===== src/rtl/rom_loader.sv =====
// ROM download sequencer: buffers host bytes in a 2-entry FIFO and replays them
// as two-phase writes on the ROM init bus, holding the CPU in reset until settled.
module rom_loader #(
  parameter int unsigned HOLD  = 16,
  parameter logic [15:0] LIMIT = 16'hDFFF
) (
  input  logic        clock,
  input  logic        reset,
  input  logic        dlBusy,
  input  logic        dlWr,
  input  logic [15:0] dlA,
  input  logic [7:0]  dlD,
  output logic        dlWait,
  output logic        iniBusy,
  output logic        iniWr,
  output logic [15:0] iniA,
  output logic [7:0]  iniD,
  output logic        hold,
  output logic        done,
  output logic        err,
  output logic [7:0]  sum,
  output logic [15:0] count
);

  localparam logic [15:0] HOLD_CNT = 16'(HOLD);

  typedef enum logic [2:0] {ST_IDLE, ST_LOAD, ST_DRAIN, ST_SETTLE, ST_RUN} state_t;
  typedef enum logic [1:0] {W_IDLE, W_SETUP, W_STROBE} wstate_t;

  state_t      state_q, state_d;
  wstate_t     wst_q, wst_d;
  logic [23:0] fifo_q [2];
  logic [23:0] fifo_d [2];
  logic        wr_ptr_q, wr_ptr_d, rd_ptr_q, rd_ptr_d;
  logic [1:0]  fifo_cnt_q, fifo_cnt_d;
  logic [15:0] settle_q, settle_d;
  logic        ini_busy_q, ini_busy_d, ini_wr_q, ini_wr_d;
  logic [15:0] ini_a_q, ini_a_d;
  logic [7:0]  ini_d_q, ini_d_d;
  logic        hold_q, hold_d, done_q, done_d, err_q, err_d;
  logic [7:0]  sum_q, sum_d;
  logic [15:0] count_q, count_d;

  logic        fifo_full_s, fifo_empty_s, in_range_s, push_s, pop_s;
  logic        drain_done_s, start_s, err_set_s;
  logic [23:0] head_s;

  assign fifo_full_s  = (fifo_cnt_q == 2'd2);
  assign fifo_empty_s = (fifo_cnt_q == 2'd0);
  assign head_s       = fifo_q[rd_ptr_q];
  assign in_range_s   = (dlA <= LIMIT);
  assign push_s       = (state_q == ST_LOAD) && dlWr && !fifo_full_s && in_range_s;
  // The writer may take a new byte whenever it is not mid-byte (idle or finishing a strobe).
  assign pop_s        = !fifo_empty_s && (wst_q != W_SETUP);
  assign drain_done_s = fifo_empty_s && (wst_q != W_SETUP);

  // FIFO storage, pointers and occupancy.
  always_comb begin
    fifo_d     = fifo_q;
    wr_ptr_d   = push_s ? ~wr_ptr_q : wr_ptr_q;
    rd_ptr_d   = pop_s ? ~rd_ptr_q : rd_ptr_q;
    fifo_cnt_d = fifo_cnt_q;
    if (push_s) begin
      fifo_d[wr_ptr_q] = {dlA, dlD};
    end else begin
      fifo_d = fifo_q;
    end
    case ({push_s, pop_s})
      2'b10:   fifo_cnt_d = fifo_cnt_q + 2'd1;
      2'b01:   fifo_cnt_d = fifo_cnt_q - 2'd1;
      default: fifo_cnt_d = fifo_cnt_q;
    endcase
  end

  // Two-phase writer: SETUP latches the head byte, STROBE pulses iniWr.
  always_comb begin
    wst_d   = wst_q;
    ini_a_d = ini_a_q;
    ini_d_d = ini_d_q;
    case (wst_q)
      W_IDLE:   wst_d = pop_s ? W_SETUP : W_IDLE;
      W_SETUP:  wst_d = W_STROBE;
      W_STROBE: wst_d = pop_s ? W_SETUP : W_IDLE;
      default:  wst_d = W_IDLE;
    endcase
    if (pop_s) begin
      ini_a_d = head_s[23:8];
      ini_d_d = head_s[7:0];
    end else begin
      ini_a_d = ini_a_q;
      ini_d_d = ini_d_q;
    end
    ini_wr_d = (wst_d == W_STROBE);
  end

  // Session FSM, settle timer and byte statistics.
  always_comb begin
    state_d   = state_q;
    settle_d  = settle_q;
    start_s   = 1'b0;
    err_set_s = 1'b0;
    case (state_q)
      ST_IDLE, ST_RUN: begin
        if (dlBusy) begin
          state_d = ST_LOAD;
          start_s = 1'b1;
        end else begin
          state_d = state_q;
        end
      end
      ST_LOAD: begin
        err_set_s = dlWr && (fifo_full_s || !in_range_s);
        state_d   = dlBusy ? ST_LOAD : ST_DRAIN;
      end
      ST_DRAIN: begin
        err_set_s = dlWr;
        if (dlBusy) begin
          state_d = ST_LOAD;
        end else if (drain_done_s) begin
          state_d  = ST_SETTLE;
          settle_d = HOLD_CNT;
        end else begin
          state_d = ST_DRAIN;
        end
      end
      ST_SETTLE: begin
        if (dlBusy) begin
          state_d = ST_LOAD;
        end else begin
          settle_d = settle_q - 16'd1;
          state_d  = (settle_q <= 16'd1) ? ST_RUN : ST_SETTLE;
        end
      end
      default: state_d = ST_IDLE;
    endcase

    if (start_s) begin
      count_d = 16'd0;
      sum_d   = 8'd0;
      err_d   = 1'b0;
    end else begin
      count_d = (push_s && (count_q != 16'hFFFF)) ? count_q + 16'd1 : count_q;
      sum_d   = push_s ? sum_q + dlD : sum_q;
      err_d   = err_q | err_set_s;
    end

    ini_busy_d = (state_d == ST_LOAD) || (state_d == ST_DRAIN);
    hold_d     = ini_busy_d || (state_d == ST_SETTLE);
    done_d     = (state_d == ST_RUN);
  end

  // State and output registers with synchronous reset.
  always_ff @(posedge clock) begin
    if (reset) begin
      state_q    <= ST_IDLE;
      wst_q      <= W_IDLE;
      fifo_q[0]  <= 24'd0;
      fifo_q[1]  <= 24'd0;
      wr_ptr_q   <= 1'b0;
      rd_ptr_q   <= 1'b0;
      fifo_cnt_q <= 2'd0;
      settle_q   <= 16'd0;
      ini_busy_q <= 1'b0;
      ini_wr_q   <= 1'b0;
      ini_a_q    <= 16'd0;
      ini_d_q    <= 8'd0;
      hold_q     <= 1'b0;
      done_q     <= 1'b0;
      err_q      <= 1'b0;
      sum_q      <= 8'd0;
      count_q    <= 16'd0;
    end else begin
      state_q    <= state_d;
      wst_q      <= wst_d;
      fifo_q     <= fifo_d;
      wr_ptr_q   <= wr_ptr_d;
      rd_ptr_q   <= rd_ptr_d;
      fifo_cnt_q <= fifo_cnt_d;
      settle_q   <= settle_d;
      ini_busy_q <= ini_busy_d;
      ini_wr_q   <= ini_wr_d;
      ini_a_q    <= ini_a_d;
      ini_d_q    <= ini_d_d;
      hold_q     <= hold_d;
      done_q     <= done_d;
      err_q      <= err_d;
      sum_q      <= sum_d;
      count_q    <= count_d;
    end
  end

  assign dlWait  = fifo_full_s;
  assign iniBusy = ini_busy_q;
  assign iniWr   = ini_wr_q;
  assign iniA    = ini_a_q;
  assign iniD    = ini_d_q;
  assign hold    = hold_q;
  assign done    = done_q;
  assign err     = err_q;
  assign sum     = sum_q;
  assign count   = count_q;

endmodule


===== config.mk =====
export PLATFORM = sky130hd
export DESIGN_NAME = rom_loader
export DESIGN_NICKNAME = d
export VERILOG_FILES = /design/src/rtl/rom_loader.sv
export SDC_FILE = /design/constraint.sdc
export NUM_CORES = 1
export LEC_CHECK = 0
export ABC_CLOCK_PERIOD_IN_PS = 2600
export BUFFER_PORTS_ARGS = -buffer_cell sky130_fd_sc_hd__buf_2
export CAP_MARGIN = 10
export CORE_MARGIN = 2
export CORE_UTILIZATION = 45
export CTS_CLUSTER_DIAMETER = 120
export DETAILED_ROUTE_END_ITERATION = 16
export PLACE_DENSITY = 0.66
export SLEW_MARGIN = 0
export SYNTH_ARGS = -nofsm -noshare
export SYNTH_HDL_FRONTEND = slang
export SYNTH_SLANG_ARGS = --single-unit
export TNS_END_PERCENT = 1

===== constraint.sdc =====
create_clock -name clock -period 2.6 [get_ports clock]
set_clock_uncertainty 0.15 [all_clocks]
set_input_delay 0.13 -clock clock [delete_from_list [all_inputs] [get_ports clock]]
set_output_delay 0.13 -clock clock [all_outputs]
set_load 0.03 [all_outputs]

Word level (Yosys, flattened, before mapping)
Index checks and enable logic that the tools add are counted.
Storage, ports and cells
  flip-flop bits (word level): 126
Operators by class
  bitwise gates (word level): 5
  mux-type cells: 23
  equality and inequality tests: 19
  add/sub/neg operators: 5
  magnitude comparators: 5
  reduce and logical (&&, ||, !) cells: 23
Operators with widths (count)
  2-to-1 mux 24 bit: 4
  bitwise mux 48 bit: 1
  2-to-1 mux 16 bit: 3
  one-hot mux 16 bit (2 select lines): 1
  demux 24 bit (select 1 bit): 1
  adder 16 x 1 -> 16 bit (second input constant): 1
  <= comparator 16 x 1 -> 1 bit (second input constant): 1
  <= comparator 16 bit (second input constant): 1
  inequality test 16 bit (second input constant): 1
  subtractor 16 x 1 -> 16 bit (second input constant): 1
  == test 3 x 2 -> 1 bit (second input constant): 4
  one-hot mux 3 bit (4 select lines): 1
  2-to-1 mux 3 bit: 3
  adder 8 bit: 1
  == test 2 bit (second input constant): 4
  logical AND 1 bit: 8
  one-hot mux 2 bit (2 select lines): 2
  == test 3 x 1 -> 1 bit (second input constant): 2
  == test 3 bit (second input constant): 2
  inequality test 2 bit (second input constant): 3
  OR reduction 2 bit: 3
  == test 2 x 1 -> 1 bit (second input constant): 2
  greater-or-equal comparator 2 bit (second input constant): 2
  logical NOT 2 bit: 2
  other kinds (15): 26

Depth between registers and ports, before layout
  word-level depth: 8
  depth in mapped cells: 9
  mapped depth without buffers: 9

Worst setup path after synthesis
No wires, ideal clock.
  path kind: register -> register
  from: register sum_q[1], in the netlist sum[1]
  to: register sum_q[7], in the netlist sum[7]
  buffers on the path: 0
  arrival: 1863 ps
  slack: 471 ps
  stages on the path, launching flop included: 8
  data required time: 2334 ps
  cells stage by stage: dfxtp_1 ha_1 a21oi_1 o211ai_1 o41ai_1 xnor2_1 a21oi_1 a31o_2
Between the ends
  cells in the longest elaborated chain, start to end: 1
RTL lines
  start: declaration: RTL line 41  | logic [7:0] sum_q, sum_d;
  start signal: assignment: RTL line 187  | sum_q <= sum_d;
  adder 8 bit: RTL line 143  | sum_d = push_s ? sum_q + dlD : sum_q;
No other way between the ends.
A chain may end at the register's enable or synchronous reset.

Worst setup path after layout
  from: input dlD[1]
  to: register sum_q[7], in the netlist sum[7]
Between the ends
  cells in the longest elaborated chain, start to end: 1
RTL lines
  start: declaration: RTL line 12  | input logic [7:0] dlD,
  adder 8 bit: RTL line 143
No other way between the ends.

==> impl_summary.md <==
Clock network
The clock tree root driver cell is clkbuf_16. Counting along the longest clock path gives a buffer depth of 2. The clock latency reported for the late side of the worst-skew pair is 410 ps. The number of hold buffers added after CTS was 27. The clock tree from TritonCTS is yes.

The clock sink total is around 130. The total of cells resized after clock tree synthesis is 0. CTS built an H-tree with a depth of 4. Clock-pin slew was measured on the worst setup and hold paths at around 60 ps. Post-CTS timing repair inserted 0 buffers for setup. Buffers inserted during clock tree synthesis total 17.

Setup path
Measured in cells, the most critical reg-to-reg path has a length of 5. In this run the worst path has a maximum fanout of 4. Among the stages of the critical path, the cell type that occurs most often is a21oi_1. STA classifies the critical path endpoint as a register. The critical path is of the input pin to register type. In this run the worst setup path begins at dlD[1]. The startpoint class of the critical path is an input pin. The setup check on the worst reg-to-reg path leaves a slack of 440 ps. The critical path contains buffers and inverters numbering 2 combined. The endpoint identified for the worst register-to-register timing path is settle_q[11]. The endpoint arrival time on the critical path is ~2300 ps. In this run the critical register-to-register path is launched from state_q[1].

Following the worst setup path forward leads to its endpoint at sum[7]. The delay of the slowest critical-path stage is 520 ps. Traced cell by cell, the critical path runs through dlygate4sd3_1 -> buf_2 -> ha_1 -> a21oi_1 -> o211ai_1 -> o41ai_1 -> xnor2_1 -> a21oi_1 -> a31o_2. The largest individual stage delay along the critical path comes from the cell dlygate4sd3_1. The family of cells with the greatest summed delay on the critical path is compound AO/OA/AOI/OAI gates. The cell depth of the worst setup path is 9.

Data on the critical path is required at its endpoint by 2760 ps.

Logic synthesis
The share of async-settable or async-resettable flops after synthesis is 0. The combined area of all synthesized cells is 5390 um2. The share of the Yosys chip area taken by registers is 0.464. The count of flip-flops with a built-in enable after synthesis is 0. The netlist uses 53 different library cells. The cell count after synthesis came out at 632. The total number of yosys warnings is 0. The number of flip-flops and latches in the synthesized netlist is 125. The average instance area after synthesis is 8.53 um2. Among all flip-flop cells after synthesis, the most frequent one is dfxtp_1. When the netlist entered floorplanning its net count stood at approximately 670.

Cells and area
The number of fill cells is approximately 1100. The net count of the finished layout is 774. The count of cells in the finished layout, fillers not included, comes to 890.

In the final layout, the share of cells above drive strength 1 is 0.185. The count of antenna diodes in the layout is 0. The growth of design area from synthesis to finish is 25.5%.

STA
The total negative slack for setup checks is 0 ps. Based on the critical path, the design can be clocked at up to 0.458 GHz. Setup violations remaining at the end of the flow were counted as 0. The transition time of the tightest slew-check pin is ~820 ps. Hold is met by 284 ps. The final number of hold-violating endpoints is 0. Dividing the final minimum period by the clock period gives 0.839. The number of slew-limit violations in the final report is 0.

Headroom to the max-slew limit came out at 0.456. The post-layout worst setup margin is around 420 ps. Setup repair after global routing left no endpoint under its margin. After layout, the minimum clock period comes to 2180 ps.

Power and ir drop
IR analysis of the VDD net gives a maximum drop of 0.458 mV. The power per standard cell area is 939 nW/um2. The static power due to leakage is 0.00260 uW.

GRT
For this run, the total global-route usage over all layers was measured as 0.201. The via count of the first global-routing pass is 4522. The final global-route overflow total is 0. The maximum number of pins on one net before global-route repair is 81. The initial antenna violation count is 0. The global-route wire length before repair is 20900 um.

Floorplanning
In this run the core area contains 39 standard-cell rows. In this run the horizontal extent of the chip is 113 um. The area of the core is 11600 um2.

From bottom edge to top edge, the die measures 113 um. For this design the top-level I/O count stands at 82. The die covers 12900 um2. The initial utilization of the core area, before any placement, comes to 0.466.

Hold path
The path category of the worst min-delay check is register to register.

Detailed routing
The detailed-route DRC error count is 0. The DRC marker count from the first detailed-route iteration is 180. In this run the remaining antenna-violating nets after routing total 0. The average wire per cell in the routed design is 14.0 um.

The final routed wirelength across all metal layers is ~12000 um. The total vias in the final route is between 4000 and 5000. The first TritonRoute pass finished after 6 iterations. After detailed routing, the number of vias per cell comes to 5.26.

Status
The flow ran to the end, and the final reports show no timing, DRC or antenna violations.

Place
The count of placed standard cells including taps is 831. The final HPWL from detailed placement is between 8000 and 9000 um. Routability-driven placement finished with a final weighted congestion of 0.808. The worst setup slack before clock tree synthesis is between 400 and 500 ps. The count of input and output buffers is 81.

Job
The max-capacitance violation count is 0.
cells by family after synthesis:
logic type / share of synthesized area
AND/OR/NAND/NOR: 0.227
flip-flops: 0.464
AO/OA/AOI/OAI: 0.135
buffers and inverters: 0.0388
XOR/XNOR: 0.0552
multiplexers: 0.0501
adder cells (fa/ha/maj): 0.0292
report_power, final:
part | leakage (uW) | internal, uW | switching [uW]
Sequential | 0.00101 | 2180 | 161
Combinational | 0.00131 | 588 | 1130
Clock | 0.000274 | 1410 | 872
worst reg2reg max path, stage by stage (launching register included):
cell and delay [ps]:
dfxtp_1 490, nand2_1 250, nor4_2 700, nand4b_1 210
xor2_1 180, nor2_1 50
flip-flops by register name, indices dropped and copies added (netlist names), 2 cells and up:
register,count
count,16
fifo_cnt_q,2
fifo_q,48
iniA,16
iniD,8
settle_q,16
state_q,3
sum,8
wst_q,2
cell type report:
| type | instances | area, um2 | share of cell area |
|---|---|---|---|
| Clock inverter | 13 | 141 | 0.0209 |
| Inverter | 12 | 45.0 | 0.00666 |
| Multi-Input combinational cell | 458 | 2690 | 0.397 |
| Clock buffer | 19 | 433 | 0.0640 |
| Tap cell | 143 | 179 | 0.0265 |
| Sequential cell | 125 | 2500 | 0.370 |
| Timing Repair Buffer | 120 | 778 | 0.115 |
metrics by stage:
stage / utilization / area [um2] / power, uW
after global routing: 0.585 / 6760 / 6660
after detailed placement: 0.512 / 5920 / 4080
after CTS: 0.585 / 6760 / 6410
after floorplan: - / 5390 / 3630
after global placement: 0.512 / 5920 / 4040
final: 0.585 / 6760 / 6350
metal layers:
| layer | global-route usage | vias to the layer above | part of all wire |
|---|---|---|---|
| met5 | 0 | - | 0 |
| met3 | 0.0462 | 18 | 0.036 |
| met1 | 0.247 | 2210 | 0.46 |
| met2 | 0.341 | 85 | 0.49 |
| li1 | - | 2370 | - |
| met4 | 0.0854 | 0 | 0.017 |
cells in the final DEF (no fill, tap or decap), types with 4 or more instances in the layout:
master and count:
nor3_1 14, nand2_1 122, mux2i_1 27, a211oi_1 25, ha_1 11, clkbuf_16 17, a21oi_1 65, inv_1 12
nor2_1 80, nor4_2 4, nand4_1 6, nand3_1 14, o21ai_0 6, dlygate4sd3_1 27, buf_4 11, buf_2 81
xor2_1 16, dfxtp_1 125, xnor2_1 18
Yosys cell counts, drive strengths merged (3+ instances only):
library cell	count	share of area
a211oi	25	0.035
a21oi	66	0.062
a31oi	3	0.0035
buf	17	0.016
clkbuf	20	0.014
dfxtp	125	0.46
ha	11	0.026
inv	12	0.0084
mux2i	27	0.050
nand2	122	0.085
nand2b	3	0.0035
nand3	14	0.013
nand4	8	0.013
nor2	82	0.057
nor3	14	0.013
nor4	8	0.019
o21ai	6	0.0056
or3	3	0.0035
xnor2	18	0.029
xor2	16	0.026
worst min path at each step:
stage               slack, ps          to  cells after the start  startpoint
CTS                       280    wst_q[0]                      1    wst_q[0]
global placement          230   fifo_q[9]                      3      dlA[1]
finish                    280    wst_q[0]                      1    wst_q[0]
floorplan                 120   fifo_q[0]                      2      dlD[0]
global route              300    wst_q[0]                      1    wst_q[0]
detailed placement        240  fifo_q[11]                      3      dlA[3]
Note: power is estimated with default switching activity, not from simulation.
